==> config.mk <==
export PLATFORM = sky130hd
export DESIGN_NAME = dac_feedback_tx_flat
export DESIGN_NICKNAME = d
export VERILOG_FILES = /design/src/rtl/dac_feedback_tx_pkg.sv /design/src/rtl/dac_feedback_tx_if.sv /design/src/rtl/dac_feedback_tx_code_sat.sv /design/src/rtl/dac_feedback_tx.sv /design/src/flat_wrapper.sv
export SDC_FILE = /design/constraint.sdc
export NUM_CORES = 1
export LEC_CHECK = 0
export ABC_AREA = 0
export CORE_ASPECT_RATIO = 2
export CORE_MARGIN = 2
export CORE_UTILIZATION = 50
export DETAILED_ROUTE_END_ITERATION = 8
export GPL_TIMING_DRIVEN = 0
export PLACE_DENSITY = 0.74
export SLEW_MARGIN = 20
export SYNTH_ARGS = -nofsm -noshare
export SYNTH_HDL_FRONTEND = slang
export SYNTH_SLANG_ARGS = --single-unit
==> constraint.sdc <==
create_clock -name clk -period 1.95 [get_ports clk]
set_input_delay 0.195 -clock clk [delete_from_list [all_inputs] [get_ports clk]]
set_output_delay 0.195 -clock clk [all_outputs]
set_load 0.03 [all_outputs]
==> src/rtl/dac_feedback_tx_pkg.sv <==
// dac_feedback_tx_pkg
//   Shared widths, DAC code constants and the transmit FSM state type for the
//   DAC feedback transmitter and its code converter.
package dac_feedback_tx_pkg;

  localparam int unsigned FRAME_W = 16;
  localparam int unsigned DAC_W   = 14;
  localparam int unsigned FB_W    = 15;

  localparam logic [DAC_W-1:0] DAC_MIDSCALE = 14'h2000;
  localparam int               DAC_MAX_S    = 8191;
  localparam int               DAC_MIN_S    = -8192;

  typedef enum logic [1:0] {
    ST_IDLE,
    ST_LOAD,
    ST_SHIFT,
    ST_HOLD
  } tx_state_e;

endpackage

==> src/rtl/dac_feedback_tx_if.sv <==
// dac_feedback_tx_if
//   DAC-update strobe interface from the feedback calculation stage.
//   fb_word    : signed feedback word, valid while upd_strb is high
//   fb_oflow   : overflow flag qualified with fb_word
//   upd_strb   : DAC-update strobe (rising edge used)
//   store_strb : store/run enable, low forces an idle flush
//   master = calculation stage, slave = dac_feedback_tx
interface dac_feedback_tx_if;
  import dac_feedback_tx_pkg::*;

  logic [FB_W-1:0] fb_word;
  logic            fb_oflow;
  logic            upd_strb;
  logic            store_strb;

  modport master (output fb_word, output fb_oflow, output upd_strb, output store_strb);
  modport slave  (input  fb_word, input  fb_oflow, input  upd_strb, input  store_strb);

endinterface

==> src/rtl/dac_feedback_tx_code_sat.sv <==
// dac_code_sat
//   Combinational conversion of a signed 15-bit feedback word into a 14-bit
//   offset-binary DAC code with clipping and overflow saturation.
//   fb_word_i  : signed feedback word
//   fb_oflow_i : overflow flag; saturates on the sign bit of fb_word_i
//   code_o     : offset-binary DAC code
module dac_code_sat
  import dac_feedback_tx_pkg::*;
(
  input  logic [FB_W-1:0]  fb_word_i,
  input  logic             fb_oflow_i,
  output logic [DAC_W-1:0] code_o
);

  localparam logic signed [FB_W-1:0] MAX_W = FB_W'(DAC_MAX_S);
  localparam logic signed [FB_W-1:0] MIN_W = FB_W'(DAC_MIN_S);

  logic signed [FB_W-1:0] word_s;
  logic [DAC_W-1:0]       clip;

  assign word_s = signed'(fb_word_i);

  always_comb begin
    clip = word_s[DAC_W-1:0];
    if (fb_oflow_i) begin
      clip = fb_word_i[FB_W-1] ? MIN_W[DAC_W-1:0] : MAX_W[DAC_W-1:0];
    end else if (word_s > MAX_W) begin
      clip = MAX_W[DAC_W-1:0];
    end else if (word_s < MIN_W) begin
      clip = MIN_W[DAC_W-1:0];
    end
    // two's complement -> offset binary
    code_o = {~clip[DAC_W-1], clip[DAC_W-2:0]};
  end

endmodule

==> src/rtl/dac_feedback_tx.sv <==
// dac_feedback_tx
//   Captures feedback words on the rising edge of the DAC-update strobe,
//   converts them to offset-binary codes and shifts them to a serial DAC as
//   16-bit frames {CMD_BITS, code}, MSB first. One-entry pending buffer.
//   clk, rst_n : system clock, async active-low reset
//   fb         : DAC-update strobe interface (slave side)
//   dac_sclk   : serial clock, idle low
//   dac_sdi    : serial data, changes on sclk falling edges
//   dac_csn    : frame select, active low
//   busy       : frame load through end of CS hold
//   drop_cnt   : saturating count of overwritten pending words
//   ldac_n     : DAC load pulse, only when DAC_LDAC_EN is defined
//   last_code  : most recent code sent
module dac_feedback_tx
  import dac_feedback_tx_pkg::*;
#(
  parameter int unsigned SCLK_DIV = 2,
  parameter int unsigned CS_HOLD  = 3,
  parameter logic [1:0]  CMD_BITS = 2'b00
) (
  input  logic             clk,
  input  logic             rst_n,
  dac_feedback_tx_if.slave fb,
  output logic             dac_sclk,
  output logic             dac_sdi,
  output logic             dac_csn,
  output logic             busy,
  output logic [7:0]       drop_cnt,
`ifdef DAC_LDAC_EN
  output logic             ldac_n,
`endif
  output logic [DAC_W-1:0] last_code
);

`ifdef DAC_LDAC_EN
  localparam int unsigned HOLD_CYC = (CS_HOLD < 3) ? 3 : CS_HOLD;
`else
  localparam int unsigned HOLD_CYC = CS_HOLD;
`endif
  localparam logic [7:0] HOLD_LAST = 8'(HOLD_CYC - 1);
  localparam logic [3:0] DIV_LAST  = 4'(SCLK_DIV - 1);

  tx_state_e          state_q;
  logic               upd_q, store_q;
  logic [DAC_W-1:0]   pend_q, cur_code_q, last_code_q, code_d;
  logic               pend_vld_q;
  logic [FRAME_W-1:0] sh_q, frame_d;
  logic [3:0]         div_q;
  logic [4:0]         rises_q;
  logic [7:0]         hold_q, drop_q;
  logic               sclk_q, sdi_q, csn_q, busy_q;
  logic               cap_d, flush_d, start_d;
`ifdef DAC_LDAC_EN
  logic               ldac_q;
  assign ldac_n = ldac_q;
`endif

  dac_code_sat u_sat (
    .fb_word_i  (fb.fb_word),
    .fb_oflow_i (fb.fb_oflow),
    .code_o     (code_d)
  );

  always_comb begin
    cap_d   = fb.upd_strb & ~upd_q & fb.store_strb;
    flush_d = store_q & ~fb.store_strb;
    start_d = pend_vld_q & ((state_q == ST_IDLE) |
                            ((state_q == ST_HOLD) & (hold_q == HOLD_LAST)));
    frame_d = {CMD_BITS, pend_q};
  end

  always_ff @(posedge clk or negedge rst_n) begin
    if (!rst_n) begin
      state_q     <= ST_IDLE;
      upd_q       <= 1'b0;
      store_q     <= 1'b0;
      pend_q      <= DAC_MIDSCALE;
      pend_vld_q  <= 1'b0;
      cur_code_q  <= DAC_MIDSCALE;
      last_code_q <= DAC_MIDSCALE;
      sh_q        <= '0;
      div_q       <= '0;
      rises_q     <= '0;
      hold_q      <= '0;
      drop_q      <= '0;
      sclk_q      <= 1'b0;
      sdi_q       <= 1'b0;
      csn_q       <= 1'b1;
      busy_q      <= 1'b0;
`ifdef DAC_LDAC_EN
      ldac_q      <= 1'b1;
`endif
    end else begin
      upd_q   <= fb.upd_strb;
      store_q <= fb.store_strb;

      // Pending buffer: a load this cycle consumes the old entry, so a
      // simultaneous capture refills it without counting a drop. A falling
      // store_strb replaces any pending word with one midscale request.
      if (cap_d) begin
        pend_q     <= code_d;
        pend_vld_q <= 1'b1;
        if (pend_vld_q && !start_d && (drop_q != 8'hFF)) begin
          drop_q <= drop_q + 8'd1;
        end
      end else if (flush_d) begin
        pend_q     <= DAC_MIDSCALE;
        pend_vld_q <= 1'b1;
      end else if (start_d) begin
        pend_vld_q <= 1'b0;
      end

      if (start_d) begin
        state_q    <= ST_LOAD;
        csn_q      <= 1'b0;
        busy_q     <= 1'b1;
        sclk_q     <= 1'b0;
        sdi_q      <= frame_d[FRAME_W-1];
        sh_q       <= {frame_d[FRAME_W-2:0], 1'b0};
        cur_code_q <= pend_q;
        div_q      <= '0;
        rises_q    <= '0;
      end else begin
        case (state_q)
          ST_LOAD, ST_SHIFT: begin
            // The LOAD cycle counts as the first cycle of the initial low phase.
            if (state_q == ST_LOAD) state_q <= ST_SHIFT;
            if (div_q == DIV_LAST) begin
              div_q <= '0;
              if (!sclk_q) begin
                sclk_q  <= 1'b1;
                rises_q <= rises_q + 5'd1;
              end else if (rises_q == 5'd16) begin
                sclk_q      <= 1'b0;
                sdi_q       <= 1'b0;
                csn_q       <= 1'b1;
                last_code_q <= cur_code_q;
                hold_q      <= '0;
                state_q     <= ST_HOLD;
              end else begin
                sclk_q <= 1'b0;
                sdi_q  <= sh_q[FRAME_W-1];
                sh_q   <= {sh_q[FRAME_W-2:0], 1'b0};
              end
            end else begin
              div_q <= div_q + 4'd1;
            end
          end
          ST_HOLD: begin
            if (hold_q == HOLD_LAST) begin
              state_q <= ST_IDLE;
              busy_q  <= 1'b0;
            end else begin
              hold_q <= hold_q + 8'd1;
            end
          end
          default: ;
        endcase
      end

`ifdef DAC_LDAC_EN
      // Low for the first two HOLD cycles after csn rises.
      if (state_q == ST_HOLD) begin
        if (hold_q == 8'd0) ldac_q <= 1'b0;
        else if (hold_q == 8'd2) ldac_q <= 1'b1;
      end
`endif
    end
  end

  assign dac_sclk  = sclk_q;
  assign dac_sdi   = sdi_q;
  assign dac_csn   = csn_q;
  assign busy      = busy_q;
  assign drop_cnt  = drop_q;
  assign last_code = last_code_q;

endmodule
==> src/flat_wrapper.sv <==
// flat-port wrapper written by rule: the top's interface ports become plain ports
module dac_feedback_tx_flat import dac_feedback_tx_pkg::*;
#(
  parameter int unsigned SCLK_DIV = 2,
  parameter int unsigned CS_HOLD  = 3,
  parameter logic [1:0]  CMD_BITS = 2'b00
)
  (clk, rst_n, dac_sclk, dac_sdi, dac_csn, busy, drop_cnt, last_code, fb_fb_word, fb_fb_oflow, fb_upd_strb, fb_store_strb);
  dac_feedback_tx_if fb_i ();
  input  logic clk;
  input  logic rst_n;
  output logic dac_sclk;
  output logic dac_sdi;
  output logic dac_csn;
  output logic busy;
  output logic [7:0] drop_cnt;
  output logic [DAC_W-1:0] last_code;
  input wire logic [$bits(fb_i.fb_word)-1:0] fb_fb_word;
  input wire logic [$bits(fb_i.fb_oflow)-1:0] fb_fb_oflow;
  input wire logic [$bits(fb_i.upd_strb)-1:0] fb_upd_strb;
  input wire logic [$bits(fb_i.store_strb)-1:0] fb_store_strb;
  assign fb_i.fb_word = fb_fb_word;
  assign fb_i.fb_oflow = fb_fb_oflow;
  assign fb_i.upd_strb = fb_upd_strb;
  assign fb_i.store_strb = fb_store_strb;
  dac_feedback_tx #(.SCLK_DIV(SCLK_DIV), .CS_HOLD(CS_HOLD), .CMD_BITS(CMD_BITS)) u_core (.clk(clk), .rst_n(rst_n), .fb(fb_i), .dac_sclk(dac_sclk), .dac_sdi(dac_sdi), .dac_csn(dac_csn), .busy(busy), .drop_cnt(drop_cnt), .last_code(last_code));
endmodule
# Word level (Yosys, flattened, before mapping)
# Cells that the tools add are included.
# word_totals
register_bits	92
latchBits	0
ramBits	0
rom_bits	0
in_bits	20
out_inout_bits	26
word_cells	121
memories	0
# op_classes
add_sub_neg	4
n_mul	0
div_mod_pow	0
magnitude_cmp	2
n_eq_ne	14
shift	0
muxes	50
bitwise_logic	10
reduce_logical	25
# ops
operator	n
14-bit two-way mux	6
16-bit two-way mux	5
8-bit two-way mux	4
1-bit two-way mux	20
5-bit two-way mux	4
8-bit by 1-bit adder with 8-bit output, second input constant	2
8-bit case mux with 2 select lines	1
2-bit nonzero test	8
15-bit by 14-bit greater-than comparator with 1-bit output, second input constant	1
15-bit by 14-bit < comparator with 1-bit output, second input constant	1
2-bit two-way mux	6
4-bit two-way mux	3
8-bit by 2-bit equality test with 1-bit output, second input constant	1
2-bit by 1-bit != test with 1-bit output, second input constant	4
8-bit != test, second input constant	1
2-bit AND reduction	4
4-bit AND reduction	2
3-bit AND reduction	2
6-bit AND reduction	1
3-bit nonzero test	2
5-bit by 1-bit adder with 5-bit output, second input constant	1
1-bit bitwise AND	5
5-bit equality test, second input constant	1
5-bit AND reduction	1
13 further kinds	19

# Longest topological paths before layout
# Gate-level depths: netlist of run 1.
# depth
word_depth	8
ltp_mapped	9
depth_no_buf	6

# Modules after synthesis
# A second synthesis of run 1 with hierarchy kept.
# hier_totals
hier_cells	358
area_unflattened_um2	4431.8
# modules_own_cells
module	instances	cells_each	area_each_um2	seq_area_each_um2
dac_feedback_tx	1	334	4254.1	2282.2
dac_code_sat	1	24	177.7	0.0

# Worst setup path after synthesis of run 1
# No wires, ideal clock.
# synth_timing
kind	register -> register
startpoint	register u_core.state_q[0]
endpoint	register u_core.last_code_q[10], in the netlist u_core.last_code[10]
setup_time_ps	125
arrival_ps	2017
required_time_ps	1825
path_slack_ps	-192
stages_incl_launch_ff	9
n_path_buf	2
period_less_slack_ps	2142
path_cell_list	dfrtp_1 > inv_1 > ha_1 > buf_2 > and4bb_2 > nand3_1 > a21oi_2 > buf_6 > mux2_4
# synth_via
elab_chain_cells	6
word_cells_on_any_way	10
cone_classes	eq/ne: 3; bitwise: 4; reduce/logical: 3
# synth_rtl
item	line_no	text
start, declared	dac_feedback_tx.sv:43	tx_state_e state_q;
start signal, assigned	dac_feedback_tx.sv:74	state_q <= ST_IDLE;
start signal, assigned	dac_feedback_tx.sv:114	state_q <= ST_LOAD;
start signal, assigned	dac_feedback_tx.sv:127	if (state_q == ST_LOAD) state_q <= ST_SHIFT;
2-bit equality test	dac_feedback_tx.sv:68	((state_q == ST_HOLD) & (hold_q == HOLD_LAST)));
1-bit bitwise AND	dac_feedback_tx.sv:68	
1-bit OR	dac_feedback_tx.sv:67	start_d = pend_vld_q & ((state_q == ST_IDLE) |
1-bit bitwise AND	dac_feedback_tx.sv:67	
1-bit NOT (no line)	-	
5-bit AND reduction (no line) *	-	
end signal, assigned	dac_feedback_tx.sv:137	last_code_q <= cur_code_q;
end, declared	dac_feedback_tx.sv:45	logic [DAC_W-1:0] pend_q, cur_code_q, last_code_q, code_d;
# Every way passes the cells marked *; elsewhere a longest branch is shown, timed or not.
# A chain may end at the register's enable or synchronous reset.

# Final worst setup path of run 1
# layout_timing
startpoint	register u_core.state_q[0]
endpoint	register u_core.last_code_q[11], in the netlist u_core.last_code[11]
# Same word-level chain as after synthesis.

==> metrics.txt, run 1 <==
CP max FO=5; failing checks=setup timing; post-synthesis instance area=4230 sq um; Post-synth ARST share=1.00; Die ar.=9260 sq um; CP required=2170 ps; DPL Wire Length=6350 um; mean area per synthesized cell=10.6 sq um; placed inst area=4870 sq um; Cell Pwr Density=773 nW/um^2; Worst-Skew Late Latency=340 ps; Critical Path Max Stage Delay=370 ps; CP arrival=2200 ps; cts bufs inserted=9; first-pass GRT wire length=16300 um; CP Buf/Inv Count=3; CTS tree=yes; crit start category=flip-flop; r2r worst-path depth=8; ant diodes=0; post-route ant nets=0; share of post-route cells with drive strength above 1=0.227; Fin. Hold Viols=0; Top delay family on crit path=simple AND/OR/NAND/NOR gates; Syn Nets=430; total number of H-tree levels=3; R2R Path End=u_core.last_code[11]; min Tclk post-route=1980 ps; clock buffer depth=2; HP Start=fb_upd_strb; hold depth=1; register area share after synthesis=0.539; Fill cells=624; Starting Density=0.514; Final GP Congestion=0.834; Rel. slew slack=0.626; VDD IR-drop max=0.000604 V; most frequent cell after synthesis=dfrtp_1; reg-to-reg slack, setup=-30 ps; hold worst-path end=u_core.upd_q; Initial DRC Count=219; IO Count=46; DR vias/cell=5.63; via count=3298; FF+latch count, synth=91; Yosys warnings=0; critical path capture point type=flip-flop; Reg clk slew, reported paths=60 ps; final worst slack=-34.0 ps; worst path cell trace=inv_2, ha_4, and4bb_4, nand3_4, a21oi_4, buf_12, buf_12, mux2_4; Crit Reg-Reg Startpoint=u_core.state_q[0]; cell mode on critical path=buf_12; HP Class=in2reg; main flop type after synthesis=dfrtp_1; Finished Cell Area=5670 sq um; post-route clock period utilization=1.02; critical path's slowest cell=dfrtp_1; final setup fails=10; Initial DRT Pass Iterations=4; Core ar.=8230 sq um; post-synth cell types=47; Synth area leaders=dfrtp_1 (51%), o21ai_0 (5.3%), mux2i_1 (4.3%), mux2_4 (3.5%), a21oi_1 (3.1%); status=complete, but fails checks; Slew Viols, Final=0; drt total wl=9670 um; fin nets=513; vias in the first global route=3415; die height=134 um; largest net degree at the start of global routing=57; max-cap viol count=0; setup TNS=-248 ps; Port-buffer cells=45; worst slew pin tran=562 ps; RSZ-0062 raised after global routing=yes; crit path kind=reg2reg; Leak=2.60 nW; Post-Synthesis Cells=400; Synth area leader=dfrtp_1; Synth top area share=0.514; Clock Skews=11.1 ps; DR WL/cell=16.5 um; Die W=69.1 um; initial antenna violation count=0; area delta synth->final=34.0%; Post-synth EDFFs=0; grt total ovfl=0; GRT Resource Usage Total=0.222; FP Rows=47; Post-route DRC=0; Max Fclk=504 MHz; clock root buffer=clkbuf_16; Synth top cells by count=dfrtp_1 (87), o21ai_0 (45), nand2_1 (28), a21oi_1 (26), inv_1 (26); # clock sinks=91
[routing by layer]
| layer | up-vias | GRT usage | share of wire |
|---|---|---|---|
| met5 | - | 0 | 0 |
| met4 | 0 | 0.101 | 0.034 |
| met3 | 28 | 0.0421 | 0.028 |
| met2 | 88 | 0.411 | 0.55 |
| met1 | 1609 | 0.240 | 0.39 |
| li1 | 1573 | - | - |
[logic make-up (layout without fill, tap and decap cells)]
kind of cell	count (synthesis)	in the layout	synth area share
AOI/OAI and AO/OA	91	91	0.122
and+or+nand+nor	116	116	0.147
adders and majority gates	10	10	0.0296
buffers and inverters	47	135	0.0464
xor gates and xnor gates	12	12	0.0248
muxes	33	33	0.0913
DFF	91	91	0.539
[worst max path at each step]
stage                            from              endpoint  slack (ps)  cells after the start
finish              u_core.state_q[0]  u_core.last_code[11]         -30                      8
global route        u_core.state_q[0]  u_core.last_code[11]         -70                      8
CTS                 u_core.state_q[1]   u_core.last_code[4]         -50                      9
detailed placement  u_core.state_q[0]  u_core.cur_code_q[1]        -400                      8
global placement                rst_n      u_core.hold_q[6]       -2480                      1
floorplan           u_core.state_q[0]  u_core.last_code[10]         -90                      8
[layout by cell type, fill, tap and decap left out, types with 3 or more instances in the layout]
cell type | synthesis | final
nand3_1 | 24 | 23
a21oi_1 | 26 | 24
nand4_1 | 7 | 7
clkbuf_1 | 10 | 7
inv_1 | 26 | 23
inv_2 | 0 | 3
dfstp_2 | 4 | 4
ha_1 | 10 | 5
or4_4 | 0 | 3
o21ai_0 | 45 | 42
nand2b_1 | 5 | 5
xor2_1 | 9 | 9
clkbuf_16 | 0 | 9
mux2_4 | 10 | 10
ha_4 | 0 | 4
nor3_1 | 8 | 7
xnor2_1 | 3 | 3
nand2_1 | 28 | 28
o31ai_1 | 4 | 3
buf_4 | 0 | 29
dfrtp_1 | 87 | 85
buf_6 | 1 | 6
clkdlybuf4s50_1 | 0 | 44
mux2i_1 | 18 | 17
mux2_2 | 5 | 5
nor2_1 | 17 | 17
nor2b_1 | 4 | 3
o21ai_1 | 4 | 7
[worst register-to-register path: stages, from the launching register on]
cell      delay, ps
dfrtp_1         370
inv_2            60
ha_4            310
and4bb_4        280
nand3_4         100
a21oi_4         180
buf_12          140
buf_12          120
mux2_4          300
[area by class of cell]
cell class,instances,area [sq um],area share
flip-flops and latches,91,2280,0.403
repair buffers,76,739,0.130
clock buffers,12,256,0.0452
plain buffers,17,139,0.0245
multi-input cells,262,1960,0.345
well taps,98,123,0.0216
inverters,26,97.6,0.0172
clock inverters,4,72.6,0.0128
[stage by stage]
stage / setup slack (ps) / std cells / hold slack [ps] / power, mW / util
floorplan: -94.0 / 400 / -101 / 2.30 / -
finish: -34.0 / 586 / 317 / 4.38 / 0.689
global route: -69.3 / 586 / 324 / 4.54 / 0.689
CTS: -51.7 / 588 / 306 / 4.42 / 0.685
global placement: -2480 / 543 / 451 / 2.50 / 0.588
detailed placement: -396 / 544 / 185 / 2.52 / 0.591
[power by group]
part	total [mW]	internal [mW]	switching, mW
registers	2.07	1.98	0.0873
logic	0.414	0.183	0.231
clock network	1.90	1.19	0.707
[timing repair]
item                       CTS  global route
pin swaps                    5             8
gates cloned                 1             0
setup endpoints to repair   73            59
resized for setup           46            19
hold endpoints to repair    35             0
hold buffers                 1             0
buffers inserted            27             2
[state kept, by name, indices dropped and copies added (netlist names), 2 cells and up]
name,cells
u_core.sh_q,15
u_core.cur_code_q,14
u_core.last_code,14
u_core.pend_q,14
u_core.drop_cnt,8
u_core.hold_q,8
u_core.rises_q,5
u_core.div_q,4
u_core.state_q,2
No activity file was read; power rests on OpenSTA's default activity.
==> inputs of run 2 (changes only) <==
Settings changed: GPL_ROUTABILITY_DRIVEN from default to 0.
==> results of run 2 <==
Final layout, timing and power as in run 1 (identical DEF).
